### src/rtl/lights_press_engine.sv
// rtl/lights_press_engine.sv - cross press / single toggle read-modify-write engine with board-dark scan
//
// Purpose: on an accepted start, toggles the pressed cell (and, for a cross
// press, its four neighbours) in a row-per-word board RAM, then reads every
// row back to report whether the whole board is dark.
//
// Ports:
//   clk, reset        system clock, asynchronous active-high reset
//   start             one-cycle request, sampled only when idle
//   mode              0 = cross press, 1 = single-cell toggle
//   sel_x, sel_y      pressed column / row, captured on accepted start
//   clear_count       synchronous clear of press_count (wins over increment)
//   ram_addr          registered board RAM row address
//   ram_wdata         registered board RAM write data
//   ram_wren          registered board RAM write enable
//   ram_rdata         board RAM read data, valid the cycle after ram_addr changes
//   busy              high from the cycle after an accepted start until done
//   done              one-cycle completion pulse
//   err               one-cycle pulse with done for out-of-range coordinates
//   row_wr            renderer redraw strobe, coincident with ram_wren
//   board_zero        result of the last completed scan (1 = all cells dark)
//   press_count       saturating count of completed in-range presses
module lights_press_engine #(
  parameter int COLS  = 32,
  parameter int ROWS  = 32,
  parameter int ROW_W = 5,
  parameter int COL_W = 5,
  parameter int WRAP  = 0
) (
  input  logic             clk,
  input  logic             reset,
  input  logic             start,
  input  logic             mode,
  input  logic [COL_W-1:0] sel_x,
  input  logic [ROW_W-1:0] sel_y,
  input  logic             clear_count,
  output logic [ROW_W-1:0] ram_addr,
  output logic [COLS-1:0]  ram_wdata,
  output logic             ram_wren,
  input  logic [COLS-1:0]  ram_rdata,
  output logic             busy,
  output logic             done,
  output logic             err,
  output logic             row_wr,
  output logic             board_zero,
  output logic [15:0]      press_count
);

  typedef enum logic [2:0] {
    S_IDLE, S_RD, S_WAIT, S_WR, S_SKIP, S_SCAN, S_DONE
  } state_t;

  localparam logic [1:0] P_ABOVE = 2'd0;
  localparam logic [1:0] P_MID   = 2'd1;
  localparam logic [1:0] P_BELOW = 2'd2;

  localparam logic [ROW_W-1:0] ROW_LAST = ROW_W'(ROWS - 1);
  localparam logic [COL_W-1:0] COL_LAST = COL_W'(COLS - 1);
  localparam logic [ROW_W:0]   SCAN_END = (ROW_W+1)'(ROWS);
  localparam logic [COLS-1:0]  ONE      = COLS'(1);

  state_t           state, state_n;
  logic [1:0]       phase, phase_n;
  logic [COL_W-1:0] x_r, x_n;
  logic [ROW_W-1:0] y_r, y_n;
  logic             mode_r, mode_n;
  logic [ROW_W:0]   scan_cnt, scan_n, scan_inc;
  logic             acc, acc_n, acc_or;
  logic [ROW_W-1:0] addr_n;
  logic [COLS-1:0]  wdata_n;
  logic             wren_n, err_n, zero_n, go;
  logic [15:0]      count_n;

  logic [1:0]       enter_phase;
  logic [ROW_W-1:0] cur_y, enter_addr;
  logic             skip_row, x_bad, y_bad;
  logic [COLS-1:0]  mask;

  // Row about to be entered: the first row of a new press (using the live
  // inputs, since they are only captured at the same edge) or the next row.
  always_comb begin
    cur_y       = (state == S_IDLE) ? sel_y : y_r;
    enter_phase = (state == S_IDLE) ? (mode ? P_MID : P_ABOVE) : (phase + 2'd1);
    skip_row    = 1'b0;
    enter_addr  = cur_y;
    if (enter_phase == P_ABOVE) begin
      enter_addr = (cur_y == '0) ? ROW_LAST : (cur_y - ROW_W'(1));
      skip_row   = (WRAP == 0) && (cur_y == '0);
    end else if (enter_phase == P_BELOW) begin
      enter_addr = (cur_y == ROW_LAST) ? '0 : (cur_y + ROW_W'(1));
      skip_row   = (WRAP == 0) && (cur_y == ROW_LAST);
    end
  end

  // Toggle mask for the row currently in flight.
  always_comb begin
    mask = ONE << x_r;
    if (phase == P_MID && !mode_r) begin
      if (x_r != '0)
        mask = mask | (ONE << (x_r - COL_W'(1)));
      else if (WRAP != 0)
        mask = mask | (ONE << COL_LAST);
      if (x_r != COL_LAST)
        mask = mask | (ONE << (x_r + COL_W'(1)));
      else if (WRAP != 0)
        mask = mask | ONE;
    end
  end

  assign x_bad    = ({1'b0, sel_x} >= (COL_W+1)'(COLS));
  assign y_bad    = ({1'b0, sel_y} >= (ROW_W+1)'(ROWS));
  assign acc_or   = acc | (|ram_rdata);
  assign scan_inc = scan_cnt + (ROW_W+1)'(1);

  always_comb begin
    state_n = state;
    phase_n = phase;
    x_n     = x_r;
    y_n     = y_r;
    mode_n  = mode_r;
    scan_n  = scan_cnt;
    acc_n   = acc;
    addr_n  = ram_addr;
    wdata_n = ram_wdata;
    wren_n  = 1'b0;
    err_n   = 1'b0;
    zero_n  = board_zero;
    count_n = press_count;
    go      = 1'b0;
    case (state)
      S_IDLE: begin
        if (start) begin
          x_n    = sel_x;
          y_n    = sel_y;
          mode_n = mode;
          if (x_bad || y_bad) begin
            state_n = S_DONE;
            err_n   = 1'b1;
          end else begin
            go = 1'b1;
          end
        end
      end
      S_RD:   state_n = S_WAIT;
      S_WAIT: begin
        state_n = S_WR;
        wren_n  = 1'b1;
        wdata_n = ram_rdata ^ mask;
      end
      S_WR, S_SKIP: begin
        if (phase == P_BELOW || mode_r) begin
          state_n = S_SCAN;
          scan_n  = '0;
          acc_n   = 1'b0;
          addr_n  = '0;
        end else begin
          go = 1'b1;
        end
      end
      S_SCAN: begin
        // Data seen in scan cycle k belongs to row k-1; cycle 0 has none.
        if (scan_cnt != '0)
          acc_n = acc_or;
        if (scan_cnt == SCAN_END) begin
          zero_n  = !acc_or;
          state_n = S_DONE;
        end else begin
          scan_n = scan_inc;
          if (scan_inc < SCAN_END)
            addr_n = scan_inc[ROW_W-1:0];
        end
      end
      S_DONE: begin
        state_n = S_IDLE;
        if (!err && press_count != 16'hFFFF)
          count_n = press_count + 16'd1;
      end
      default: state_n = S_IDLE;
    endcase
    if (go) begin
      phase_n = enter_phase;
      if (skip_row) begin
        state_n = S_SKIP;
      end else begin
        state_n = S_RD;
        addr_n  = enter_addr;
      end
    end
    if (clear_count)
      count_n = '0;
  end

  always_ff @(posedge clk or posedge reset) begin
    if (reset) begin
      state       <= S_IDLE;
      phase       <= P_ABOVE;
      x_r         <= '0;
      y_r         <= '0;
      mode_r      <= 1'b0;
      scan_cnt    <= '0;
      acc         <= 1'b0;
      ram_addr    <= '0;
      ram_wdata   <= '0;
      ram_wren    <= 1'b0;
      row_wr      <= 1'b0;
      busy        <= 1'b0;
      done        <= 1'b0;
      err         <= 1'b0;
      board_zero  <= 1'b0;
      press_count <= '0;
    end else begin
      state       <= state_n;
      phase       <= phase_n;
      x_r         <= x_n;
      y_r         <= y_n;
      mode_r      <= mode_n;
      scan_cnt    <= scan_n;
      acc         <= acc_n;
      ram_addr    <= addr_n;
      ram_wdata   <= wdata_n;
      ram_wren    <= wren_n;
      row_wr      <= wren_n;
      busy        <= (state_n != S_IDLE) && (state_n != S_DONE);
      done        <= (state_n == S_DONE);
      err         <= err_n;
      board_zero  <= zero_n;
      press_count <= count_n;
    end
  end

endmodule
### config.mk
export PLATFORM = sky130hd
export DESIGN_NAME = lights_press_engine
export DESIGN_NICKNAME = d
export VERILOG_FILES = /design/src/rtl/lights_press_engine.sv
export SDC_FILE = /design/constraint.sdc
export NUM_CORES = 1
export LEC_CHECK = 0
export ABC_CLOCK_PERIOD_IN_PS = 5600
export BUFFER_PORTS_ARGS = -buffer_cell sky130_fd_sc_hd__buf_4
export CAP_MARGIN = 10
export CORE_ASPECT_RATIO = 0.7
export CORE_MARGIN = 3
export CORE_UTILIZATION = 60
export CTS_CLUSTER_SIZE = 40
export DETAILED_ROUTE_END_ITERATION = 8
export MAX_ROUTING_LAYER = met4
export PLACE_DENSITY = 0.84
export SYNTH_ARGS = -nofsm -noshare
export SYNTH_HDL_FRONTEND = slang
export SYNTH_SLANG_ARGS = --single-unit
### constraint.sdc
create_clock -name clk -period 5.6 [get_ports clk]
set_input_delay 0.56 -clock clk [delete_from_list [all_inputs] [get_ports clk]]
set_output_delay 0.56 -clock clk [all_outputs]
set_load 0.03 [all_outputs]
==> metrics.md, run 1 <==
| Metric | Value |
|---|---|
| Total Power | 0.003556 W |
| Yosys cell types | 75 |
| TNS Setup | 0 ns |
| Rel. slew slack | 32.49% |
| Post-synth top cells | dfrtp_1, nand2_1, o21ai_0 |
| Nets@finish | 710 |
| Clock Sinks | 80 |
| Drt pass-1 iters | 5 |
| Mapped Nets | 628 |
| Initial antenna violation count | 0 |
| Avg Cell Area, Syn | 9.137 µm² |
| Final Instance Area | 0.006271 mm² |
| Main synth FF type | dfrtp_1 |
| CP required | 5.83 ns |
| Comb pwr share | 52.3% |
| Gr ovfl total | 0 |
| Mapped Area | 0.005218 mm² |
| Status | complete, no violations |
| Pwr dens | 567.1 mW/mm² |
| Post-Synth XOR/XNOR Area | 8.225% |
| H-tree Lvls | 3 |
| Hold buffers post-CTS | 0 |
| Clock Power Share | 17.2% |
| Layout cells sized above 1 | 22.64% |
| Vias in the first global route | 4,565 |
| Max VDD drop | 0.3912 mV |
| Post-synthesis mux area share | 5.420% |
| Die W | 117.5 µm |
| Final Hold Fails | 0 |
| Total Routing Usage GR | 30.74% |
| Asr flop ratio synth | 100.0% |
| CTS tree | built |
| EDFF count, synth | 0 |
| Final Skew | 0.003986 ns |
| Simple-Gate Fraction of Synth Area | 21.27% |
| Antenna-violating nets left | 0 |
| R2R depth | 9 |
| Clock slew at reported path FFs | 0.06 ns |
| Cell taking the most area after synthesis | dfrtp_1 |
| # DRC | 0 |
| P_int | 0.001842 W |
| Die ar. | 0.009869 mm² |
| Worst Path Arrival | 3.52 ns |
| Buffers on Ports | 104 |
| Chip height | 84.02 µm |
| Top-count cell post-synth | dfrtp_1 |
| Ant diodes | 0 |
| Via-per-instance ratio | 6.355 |
| Crit Path Class | register to register |
| Switching Fraction | 48.20% |
| First-pass GRT wire length | 23,840 µm |
| Placer Congestion | 0.9920 |
| Critical Path Source Type | register |
| Main combinational cell family by area after synthesis | simple AND/OR/NAND/NOR gates |
| Register share of total power | 30.5% |
| Crit. End Element | register |
| Sw Pwr | 0.001714 W |
| FP Rows | 27 |
| DP Wirelength | 10,560 µm |
| Post-synthesis compound-gate area fraction | 19.35% |
| Post-CTS sizing | 0 |
| Post-synthesis adder-cell area fraction | 2.398% |
| CP Max Fanout | 22 |
| I/O pins | 106 |
| Register bit count reported by yosys | 80 |
| Max-Cap Viols | 0 |
| Static Leak | 2.684 nW |
| Placed Area | 0.005968 mm² |
| DRT Wirelength | 14,590 µm |
| Hold path cells | 3 |
| Post-CTS Setup Repair Bufs | 0 |
| Fmax | 0.3042 GHz |
| Post-synth top area share | 38.37% |
| Largest net degree at the start of global routing | 81 |
| Root Driver | clkbuf_16 |
| Drt wl/cell | 18.85 µm |
| Mapped Cells | 571 |
| Maximum clock path buffer count | 2 |
| Hold Path Class | input port to register |
| Setup-failing EPs final | 0 |
| Final period util | 58.70% |
| Core Box Area | 0.008142 mm² |
| Num CTS Buffers | 9 |
| First-iteration detailed-routing DRC count | 558 |
| Synth-to-layout area growth | 20.19% |
| Post-synthesis sequential area ratio | 38.37% |
| Initial core utilization | 64.08% |
| Via count | 4,919 |
| Slew Limit Fails | 0 |
| Worst skew pair latency | 0.35 ns |
| Min Tclk post-route | 3.287 ns |
| Syn. warnings | 0 |
| Synth area leaders | dfrtp_1, xor2_1, o21ai_0, nand2_1, a32oi_1 |
| Worst slew pin tran | 1.013 ns |
| RSZ-0062 raised after global routing | false |
final timing paths:
| path | startpoint | end | slack (ns) |
|---|---|---|---|
| max | state[0] | ram_addr[3] | 2.31 |
| min | sel_x[0] | x_r[0] | 0.42 |
| max reg2reg | state[0] | ram_addr[3] | 2.31 |
| min reg2reg | ram_wdata[6] | ram_wdata[6] | 0.48 |
| max in group asynchronous | reset | ram_wdata[1] | 4.41 |
| min in group asynchronous | reset | press_count[12] | 0.52 |
final cells by class:
cell class / count / area [µm²]
clock buffers: 9 / 225.2
clock inverters: 7 / 77.57
fillers: 563 / 1871
inverters: 15 / 57.56
multi-input cells: 440 / 2960
flip-flops and latches: 80 / 2002
well taps: 116 / 145.1
repair buffers: 107 / 803.3
per-stage QoR:
| step | instances | utilization, % | hold slack (ns) | setup slack, ns |
|---|---|---|---|---|
| after CTS | 774 | 77.02 | 0.4142 | 2.342 |
| final | 774 | 77.02 | 0.4214 | 2.313 |
| after global placement | 758 | 73.31 | 0.4624 | 2.423 |
| after detailed placement | 758 | 73.31 | 0.4720 | 2.347 |
| after floorplan | 571 | - | 0.4500 | 2.677 |
| after global routing | 774 | 77.02 | 0.4349 | 2.149 |
power groups by stage:
stage,combinational (W),sequential (W),clock [W]
6_report,0.00186,0.00109,0.000611
3_5_place_dp,0.00182,0.00108,0
5_1_grt,0.00202,0.00112,0.000643
3_3_place_gp,0.00179,0.00106,0
2_1_floorplan,0.00116,0.00121,0
4_1_cts,0.00184,0.00107,0.000615
state kept, by name (all words and copies together) (netlist names):
signal       cells
acc              1
board_zero       1
busy             1
done             1
mode_r           1
phase            2
press_count     16
ram_addr         5
ram_wdata       32
row_wr           1
scan_cnt         6
state            3
x_r              5
y_r              5
metal layers:
layer | share of wire, % | track usage, %
met4 | 1.1 | 7.128
met1 | 47 | 44.72
met2 | 43 | 41.98
met3 | 9.5 | 9.350
met5 | 0 | -
critical path, cell delays in order (launching register included):
cell and delay (ns):
dfrtp_1 0.62, or3_4 0.57, mux2_2 0.33, ha_1 0.23, nor3b_1 0.15, ha_1 0.28, or3_1 0.41, o21bai_1 0.16
a31oi_1 0.06, o32a_2 0.36
cell families (layout without fill, tap and decap cells):
family	count (synthesis)	in the layout
fa+ha+maj	10	10
simple gates	209	209
flops	80	80
buf+inv	51	138
other cells	1	1
mux	27	27
compound gates	144	144
xor+xnor	49	49
cells in the final DEF (no fill, tap or decap), drive strengths merged, types with 13 or more instances in the layout:
master	synthesis	final
buf	14	107
dfrtp	80	80
nand2	59	59
o21ai	49	49
nor2	40	40
xor2	29	29
nand3	20	20
xnor2	20	20
a32oi	20	20
a21oi	20	20
mux2i	17	17
inv	15	16
nor3	13	13
Power figures use the tool's default switching activity.
==> run 2: changes to the inputs <==
==> config.mk (replaced) <==
export PLATFORM = sky130hd
export DESIGN_NAME = lights_press_engine
export DESIGN_NICKNAME = d
export VERILOG_FILES = /design/src/rtl/lights_press_engine.sv
export SDC_FILE = /design/constraint.sdc
export NUM_CORES = 1
export LEC_CHECK = 0
export ABC_CLOCK_PERIOD_IN_PS = 3300
export BUFFER_PORTS_ARGS = -buffer_cell sky130_fd_sc_hd__buf_4
export CAP_MARGIN = 10
export CORE_ASPECT_RATIO = 0.7
export CORE_MARGIN = 3
export CORE_UTILIZATION = 56
export CTS_CLUSTER_SIZE = 40
export DETAILED_ROUTE_END_ITERATION = 8
export MAX_ROUTING_LAYER = met4
export PLACE_DENSITY = 0.79
export SYNTH_ARGS = -nofsm -noshare
export SYNTH_HDL_FRONTEND = slang
export SYNTH_SLANG_ARGS = --single-unit
==> constraint.sdc (replaced) <==
create_clock -name clk -period 3.3 [get_ports clk]
set_input_delay 0.33 -clock clk [delete_from_list [all_inputs] [get_ports clk]]
set_output_delay 0.33 -clock clk [all_outputs]
set_load 0.03 [all_outputs]
==> metrics.md, run 2 (synthesis gave the netlist of run 1 again) <==
| Metric | Value |
|---|---|
| Worst skew pair latency | 0.34 ns (about the same) |
| Total Routing Usage GR | 28.93% (-1.8 points) |
| Critical R2R Launch | state[2] |
| Final period util | 90.41% (+32 points) |
| Clock slew at reported path FFs | 0.07 ns (about the same) |
| Reg with most FFs | ram_wdata |
| Hold Path Class | input port to asynchronous set/reset pin |
| Final Util | 72.27% (-4.8 points) |
| Final Instance Area | 0.006330 mm² (+0.94%) |
| R2r setup slk | 0.32 ns (-2.00 ns) |
| Clock Sinks | 80 (unchanged) |
| Switching Fraction | 47.65% (-0.54 points) |
| Buffers on Ports | 104 (unchanged) |
| First-iteration detailed-routing DRC count | 487 (-13%) |
| Max-Cap Viols | 0 (unchanged) |
| Antenna-violating nets left | 0 (unchanged) |
| Gr ovfl total | 0 (unchanged) |
| Largest registers | ram_wdata x32, press_count x16, scan_cnt x6 |
| Status | complete, no violations |
| FP Rows | 28 (+3.7%) |
| CTS tree | built |
| P_int | 0.003182 W (+73%) |
| Pwr dens | 960.5 mW/mm² (+69%) |
| Post-CTS Setup Repair Bufs | 0 (unchanged) |
| Maximum clock path buffer count | 2 (unchanged) |
| Worst-path cell with the longest stage delay | or4b_2 |
| CP Max Fanout | 11 (-50%) |
| Ant diodes | 0 (unchanged) |
| Core Box Area | 0.008758 mm² (+7.6%) |
| Placed Area | 0.006028 mm² (+1.0%) |
| Hold buffers post-CTS | 0 (unchanged) |
| Rel. slew slack | 39.77% (+7.3 points) |
| Most used cell, CP | ha_1 |
| Clock Power Share | 16.9% (-0.3 points) |
| Worst Path Arrival | 3.24 ns (-0.28 ns) |
| Nets@finish | 717 (+0.99%) |
| Placer Congestion | 0.9663 (-2.6%) |
| Chip height | 86.76 µm (+3.3%) |
| Fillers | 690 (+23%) |
| Crit path cell chain | or3_4, mux2_2, ha_1, nor3b_1, ha_1, or4b_2, nand4_1, o211ai_1, mux2i_1 |
| Max VDD drop | 0.6206 mV (+59%) |
| Die ar. | 0.01053 mm² (+6.7%) |
| Largest net degree at the start of global routing | 39 (-52%) |
| Hold_ws | 0.01457 ns (-0.4068 ns) |
| CP Launch Point | state[2] |
| Slew Limit Fails | 0 (unchanged) |
| Drt wl/cell | 18.26 µm (-3.1%) |
| H-tree Lvls | 3 (unchanged) |
| Sw Pwr | 0.002897 W (+69%) |
| Layout cells sized above 1 | 23.61% (+0.96 points) |
| Crit Path Class | register to register |
| Total Power | 0.006080 W (+71%) |
| Final Hold Fails | 0 (unchanged) |
| DP Wirelength | 11,040 µm (+4.6%) |
| Min Tclk post-route | 2.984 ns (-0.3038 ns) |
| Most common cell after layout, fill and taps aside | buf_4 |
| Slowest stage delay, CP | 0.66 ns (+0.04 ns) |
| Crit. End Element | register |
| Static Leak | 2.721 nW (+1.4%) |
| Initial antenna violation count | 0 (unchanged) |
| TNS Setup | 0 ns (unchanged) |
| Fmax | 0.3352 GHz (+10%) |
| Via count | 4,814 (-2.1%) |
| Comb pwr share | 54.9% (+2.6 points) |
| Setup-failing EPs final | 0 (unchanged) |
| Worst slew pin tran | 0.9004 ns (-0.1123 ns) |
| Number of flip-flops in the largest register | 32 (unchanged) |
| First-pass GRT wire length | 23,140 µm (-3.0%) |
| Post-CTS sizing | 0 (unchanged) |
| Die W | 121.4 µm (+3.3%) |
| CP required | 3.56 ns (-2.27 ns) |
| I/O pins | 106 (unchanged) |
| DRT Wirelength | 14,340 µm (-1.7%) |
| RSZ-0062 raised after global routing | false |
| Root Driver | clkbuf_16 |
| Num CTS Buffers | 9 (unchanged) |
| Register share of total power | 28.2% (-2.3 points) |
| Synth-to-layout area growth | 21.32% |
| Initial core utilization | 59.57% (-4.5 points) |
| Most frequent cells in the layout | buf_4, dfrtp_1, nand2_1 |
| Final Skew | 0.004516 ns (+0.0005308 ns) |
| Vias in the first global route | 4,413 (-3.3%) |
| Drt pass-1 iters | 5 (unchanged) |
| Via-per-instance ratio | 6.132 (-3.5%) |
| # DRC | 0 (unchanged) |
| Critical Path Source Type | register |
-- run 2: cell types whose count changed in the layout (fill, tap and decap cells not counted) --
cell,previous run,this run
clkinv_2,2,3
nand2_1,59,58
clkinv_4,2,0
nand2_2,0,1
inv_8,0,1
buf_4,107,114
-- run 2: power groups by stage --
| stage | clock network (W) | logic (W) | registers (W) |
|---|---|---|---|
| floorplan | 0 | 0.00197 | 0.00206 |
| global placement | 0 | 0.00324 | 0.00170 |
| detailed placement | 0 | 0.00327 | 0.00172 |
| CTS | 0.00104 | 0.00329 | 0.00170 |
| global route | 0.00109 | 0.00363 | 0.00177 |
| finish | 0.00103 | 0.00334 | 0.00171 |
-- run 2: stage by stage --
step / worst slack [ns] / instances
after floorplan: 0.3774 / 571
after global placement: 0.3865 / 769
after detailed placement: 0.3654 / 769
after CTS: 0.3266 / 785
after global routing: 0.1249 / 785
final: 0.3164 / 785
-- run 2: final cells by class --
cell class,count,area [µm²],area share [%]
Clock inverter,7,76.32,1.206
Multi-Input combinational cell,440,2963,46.81
Sequential cell,80,2002,31.63
Clock buffer,9,225.2,3.558
Inverter,15,57.56,0.9093
Timing Repair Buffer,114,855.8,13.52
Tap cell,120,150.1,2.372
-- run 2: metal layers --
metal  part of all wire (%)  routed length, µm  GRT usage (%)  vias up
met5                      0                  0              -        -
li1                       -                  -              -     2277
met3                    8.8               1264          7.436       17
met1                     48               6940          43.13     2302
met2                     42               5989          39.30      218
met4                   0.98                141          6.816        0
-- run 2: path summary, 6_finish.rpt --
kind                                 endpoint  cells after the start
max in group asynchronous         ram_addr[2]                      3
worst max register to register    ram_addr[2]                      9
worst max-delay path              ram_addr[2]                      9
worst min register to register   ram_wdata[3]                      2
worst min-delay path            ram_wdata[24]                      2
min in group clk                       x_r[0]                      3
-- run 2: worst max-delay path: cells and delay by family (launching register included) --
| kind | cells | cell delay [ns] |
|---|---|---|
| compound gates | 1 | 0.10 |
| fa+ha+maj | 2 | 0.51 |
| simple gates | 4 | 1.41 |
| mux | 2 | 0.47 |
| flops | 1 | 0.41 |
==> run 3: changes to the inputs <==
--- a/config.mk
+++ b/config.mk
@@ -5,16 +5,18 @@
 export SDC_FILE = /design/constraint.sdc
 export NUM_CORES = 1
 export LEC_CHECK = 0
+export ABC_AREA = 1
 export ABC_CLOCK_PERIOD_IN_PS = 3300
 export BUFFER_PORTS_ARGS = -buffer_cell sky130_fd_sc_hd__buf_4
 export CAP_MARGIN = 10
 export CORE_ASPECT_RATIO = 0.7
 export CORE_MARGIN = 3
-export CORE_UTILIZATION = 56
+export CORE_UTILIZATION = 57
 export CTS_CLUSTER_SIZE = 40
 export DETAILED_ROUTE_END_ITERATION = 8
 export MAX_ROUTING_LAYER = met4
-export PLACE_DENSITY = 0.79
+export PLACE_DENSITY = 0.8
 export SYNTH_ARGS = -nofsm -noshare
 export SYNTH_HDL_FRONTEND = slang
 export SYNTH_SLANG_ARGS = --single-unit
+export TNS_END_PERCENT = 1
==> metrics.md, run 3 <==
| Metric | Value |
|---|---|
| Post-synth top area share | 36.12% (-2.3 points) |
| Post-CTS Setup Repair Bufs | 0 (unchanged) |
| Post-synthesis sequential area ratio | 36.12% (-2.3 points) |
| Hold_ws | 0.1899 ns (+0.1753 ns) |
| Fillers | 736 (+6.7%) |
| Main synth FF type | dfrtp_1 |
| Hold buffers post-CTS | 0 (unchanged) |
| Fmax | 0.3592 GHz (+7.2%) |
| Die ar. | 0.01096 mm² (+4.1%) |
| Avg Cell Area, Syn | 6.784 µm² (-26%) |
| Min Tclk post-route | 2.784 ns (-0.1995 ns) |
| First-pass GRT wire length | 26,520 µm (+15%) |
| Total Power | 0.006460 W (+6.3%) |
| Simple-Gate Fraction of Synth Area | 37.65% (+16 points) |
| Vias in the first global route | 5,265 (+19%) |
| DP Wirelength | 12,790 µm (+16%) |
| Num CTS Buffers | 9 (unchanged) |
| Cell taking the most area after synthesis | dfrtp_1 |
| Layout cells sized above 1 | 18.49% (-5.1 points) |
| Max VDD drop | 0.7393 mV (+19%) |
| Nets@finish | 966 (+35%) |
| Number of flip-flops in the largest register | 32 (unchanged) |
| Clock Sinks | 80 (unchanged) |
| Critical Path Source Type | register |
| Mapped Nets | 874 (+39%) |
| Register bit count reported by yosys | 80 (unchanged) |
| Initial core utilization | 59.91% (+0.33 points) |
| Mapped Cells | 817 (+43%) |
| M1 WL | 7623 µm (+9.8%) |
| Final Skew | 0.01025 ns (+0.005730 ns) |
| Status | complete, no violations |
| Post-CTS sizing | 0 (unchanged) |
| Clock slew at reported path FFs | 0.07 ns (about the same) |
| Synth area leaders | dfrtp_1, nand2_1, nand3_1, inv_1, nor2_1 |
| Final Hold Fails | 0 (unchanged) |
| Synth-to-layout area growth | 20.65% |
| Worst slew pin tran | 0.9878 ns (+0.08744 ns) |
| Reg with most FFs | ram_wdata |
| Routed wl met2 | 7040 µm (+18%) |
| Met3 routed WL | 1975 µm (+56%) |
| Core Box Area | 0.009253 mm² (+5.6%) |
| Post-Synth XOR/XNOR Area | 3.634% (-4.6 points) |
| CTS tree | built |
| Post-synth top cells | nand2_1, inv_1, nand3_1 |
| Rel. slew slack | 34.07% (-5.7 points) |
| Largest net degree at the start of global routing | 58 (+49%) |
| Placer Congestion | 0.9849 (+1.9%) |
| I/O pins | 106 (unchanged) |
| Root Driver | clkbuf_16 |
| Antenna-violating nets left | 0 (unchanged) |
| Via count | 5,906 (+23%) |
| Worst skew pair latency | 0.35 ns (about the same) |
| Maximum clock path buffer count | 2 (unchanged) |
| Worst Path Arrival | 3.01 ns (-0.23 ns) |
| Max-Cap Viols | 0 (unchanged) |
| Largest registers | ram_wdata x32, press_count x16, scan_cnt x6 |
| Die W | 123.9 µm (+2.1%) |
| Crit Path Class | register to register |
| CP Max Fanout | 11 (unchanged) |
| Drt wl/cell | 16.20 µm (-11%) |
| Post-synthesis compound-gate area fraction | 11.06% (-8.3 points) |
| Asr flop ratio synth | 100.0% (unchanged) |
| EDFF count, synth | 0 (unchanged) |
| Yosys cell types | 43 (-43%) |
| Setup-failing EPs final | 0 (unchanged) |
| Pwr dens | 966.0 mW/mm² (+0.57%) |
| Gr ovfl total | 0 (unchanged) |
| DRT Wirelength | 16,820 µm (+17%) |
| First-iteration detailed-routing DRC count | 637 (+31%) |
| CP required | 3.53 ns (-0.03 ns) |
| FP Rows | 29 (+3.6%) |
| Most frequent cells in the layout | nand2_1, buf_4, inv_1 |
| Initial antenna violation count | 0 (unchanged) |
| Hold Path Class | input port to asynchronous set/reset pin |
| Mapped Area | 0.005543 mm² (+6.2%) |
| Ant diodes | 0 (unchanged) |
| Main combinational cell family by area after synthesis | simple AND/OR/NAND/NOR gates |
| Total Routing Usage GR | 32.32% (+3.4 points) |
| Final period util | 84.37% (-6.0 points) |
| Static Leak | 3.466 nW (+27%) |
| H-tree Lvls | 3 (unchanged) |
| Most common cell after layout, fill and taps aside | nand2_1 |
| RSZ-0062 raised after global routing | false |
| # DRC | 0 (unchanged) |
| Post-synthesis mux area share | 0.1806% (-5.2 points) |
| Post-synthesis adder-cell area fraction | 2.257% (-0.14 points) |
| Buffers on Ports | 104 (unchanged) |
| Slew Limit Fails | 0 (unchanged) |
| Chip height | 88.51 µm (+2.0%) |
| Syn. warnings | 0 (unchanged) |
| Top layer in use | met4 |
| Crit. End Element | register |
| Via-per-instance ratio | 5.690 (-7.2%) |
| Top-count cell post-synth | nand2_1 |
| TNS Setup | 0 ns (unchanged) |
| Drt pass-1 iters | 8 (+3) |
## run 3: cell types whose count changed after synthesis, moves of 12 or more
cell / before / now
nand3_1: 20 / 81
xor2_1: 29 / 15
mux2i_1: 17 / 1
nand2_2: 0 / 13
nand2_1: 59 / 240
nor2_1: 40 / 74
a32oi_1: 20 / 0
inv_1: 15 / 83
xnor2_1: 20 / 8
nand4_1: 7 / 24
## run 3: final cells by class
cell class,count,area [µm²],share of cell area [%]
inverter,91,342.8,5.126
clock inverter,7,88.84,1.328
multi-input combinational,616,3040,45.46
clock buffer,9,225.2,3.368
timing repair buffer,111,833.3,12.46
sequential,80,2002,29.93
tap,124,155.1,2.320
## run 3: routing by layer
layer / vias up / GRT usage (%)
li1: 2831 / -
met1: 2711 / 46.59
met2: 338 / 45.32
met3: 26 / 8.882
met4: 0 / 7.236
met5: - / -
## run 3: critical path: stages (launching register included)
cell and delay (ns):
dfrtp_1 0.55, inv_1 0.18, nor2_1 0.28, nand2_1 0.15, inv_1 0.08, ha_1 0.21, inv_1 0.07, nor2_1 0.06
nand2_1 0.32, or2_2 0.19, o211ai_1 0.12, or2_2 0.30, nand3_1 0.08, nand2_1 0.06
## run 3: worst paths after layout
check,from,end,slack (ns),cells after the start
min in group clk,clear_count,press_count[5],0.21,2
min,reset,ram_wdata[7],0.19,2
min reg2reg,ram_wdata[5],ram_wdata[5],0.49,2
max reg2reg,x_r[2],ram_wdata[19],0.52,13
max in group asynchronous,reset,ram_addr[0],2.22,3
max,x_r[2],ram_wdata[19],0.52,13
## run 3: kinds of logic (layout without fill, tap and decap cells)
| group | count (synthesis) | count (layout) |
|---|---|---|
| muxes | 1 | 1 |
| other | 1 | 1 |
| and+or+nand+nor | 470 | 470 |
| xor gates and xnor gates | 23 | 23 |
| AOI/OAI and AO/OA | 111 | 111 |
| DFF | 80 | 80 |
| adders and majority gates | 10 | 10 |
| buffers and inverters | 121 | 218 |
## run 3: report_power, final
part           total (W)  switching, W  leakage, nW  internal (W)
logic            0.00377       0.00263         2.31       0.00114
clock network    0.00105      0.000449        0.150      0.000602
registers        0.00164      0.000299         1.01       0.00134
## run 3: stage by stage
stage	instances	setup slack (ns)	instance area, µm²	utilization, %
floorplan	817	0.9183	5543	-
global placement	1022	0.7838	6374	68.88
detailed placement	1022	0.6863	6374	68.88
CTS	1038	0.6091	6688	72.28
global route	1038	0.4041	6688	72.28
finish	1038	0.5159	6688	72.28
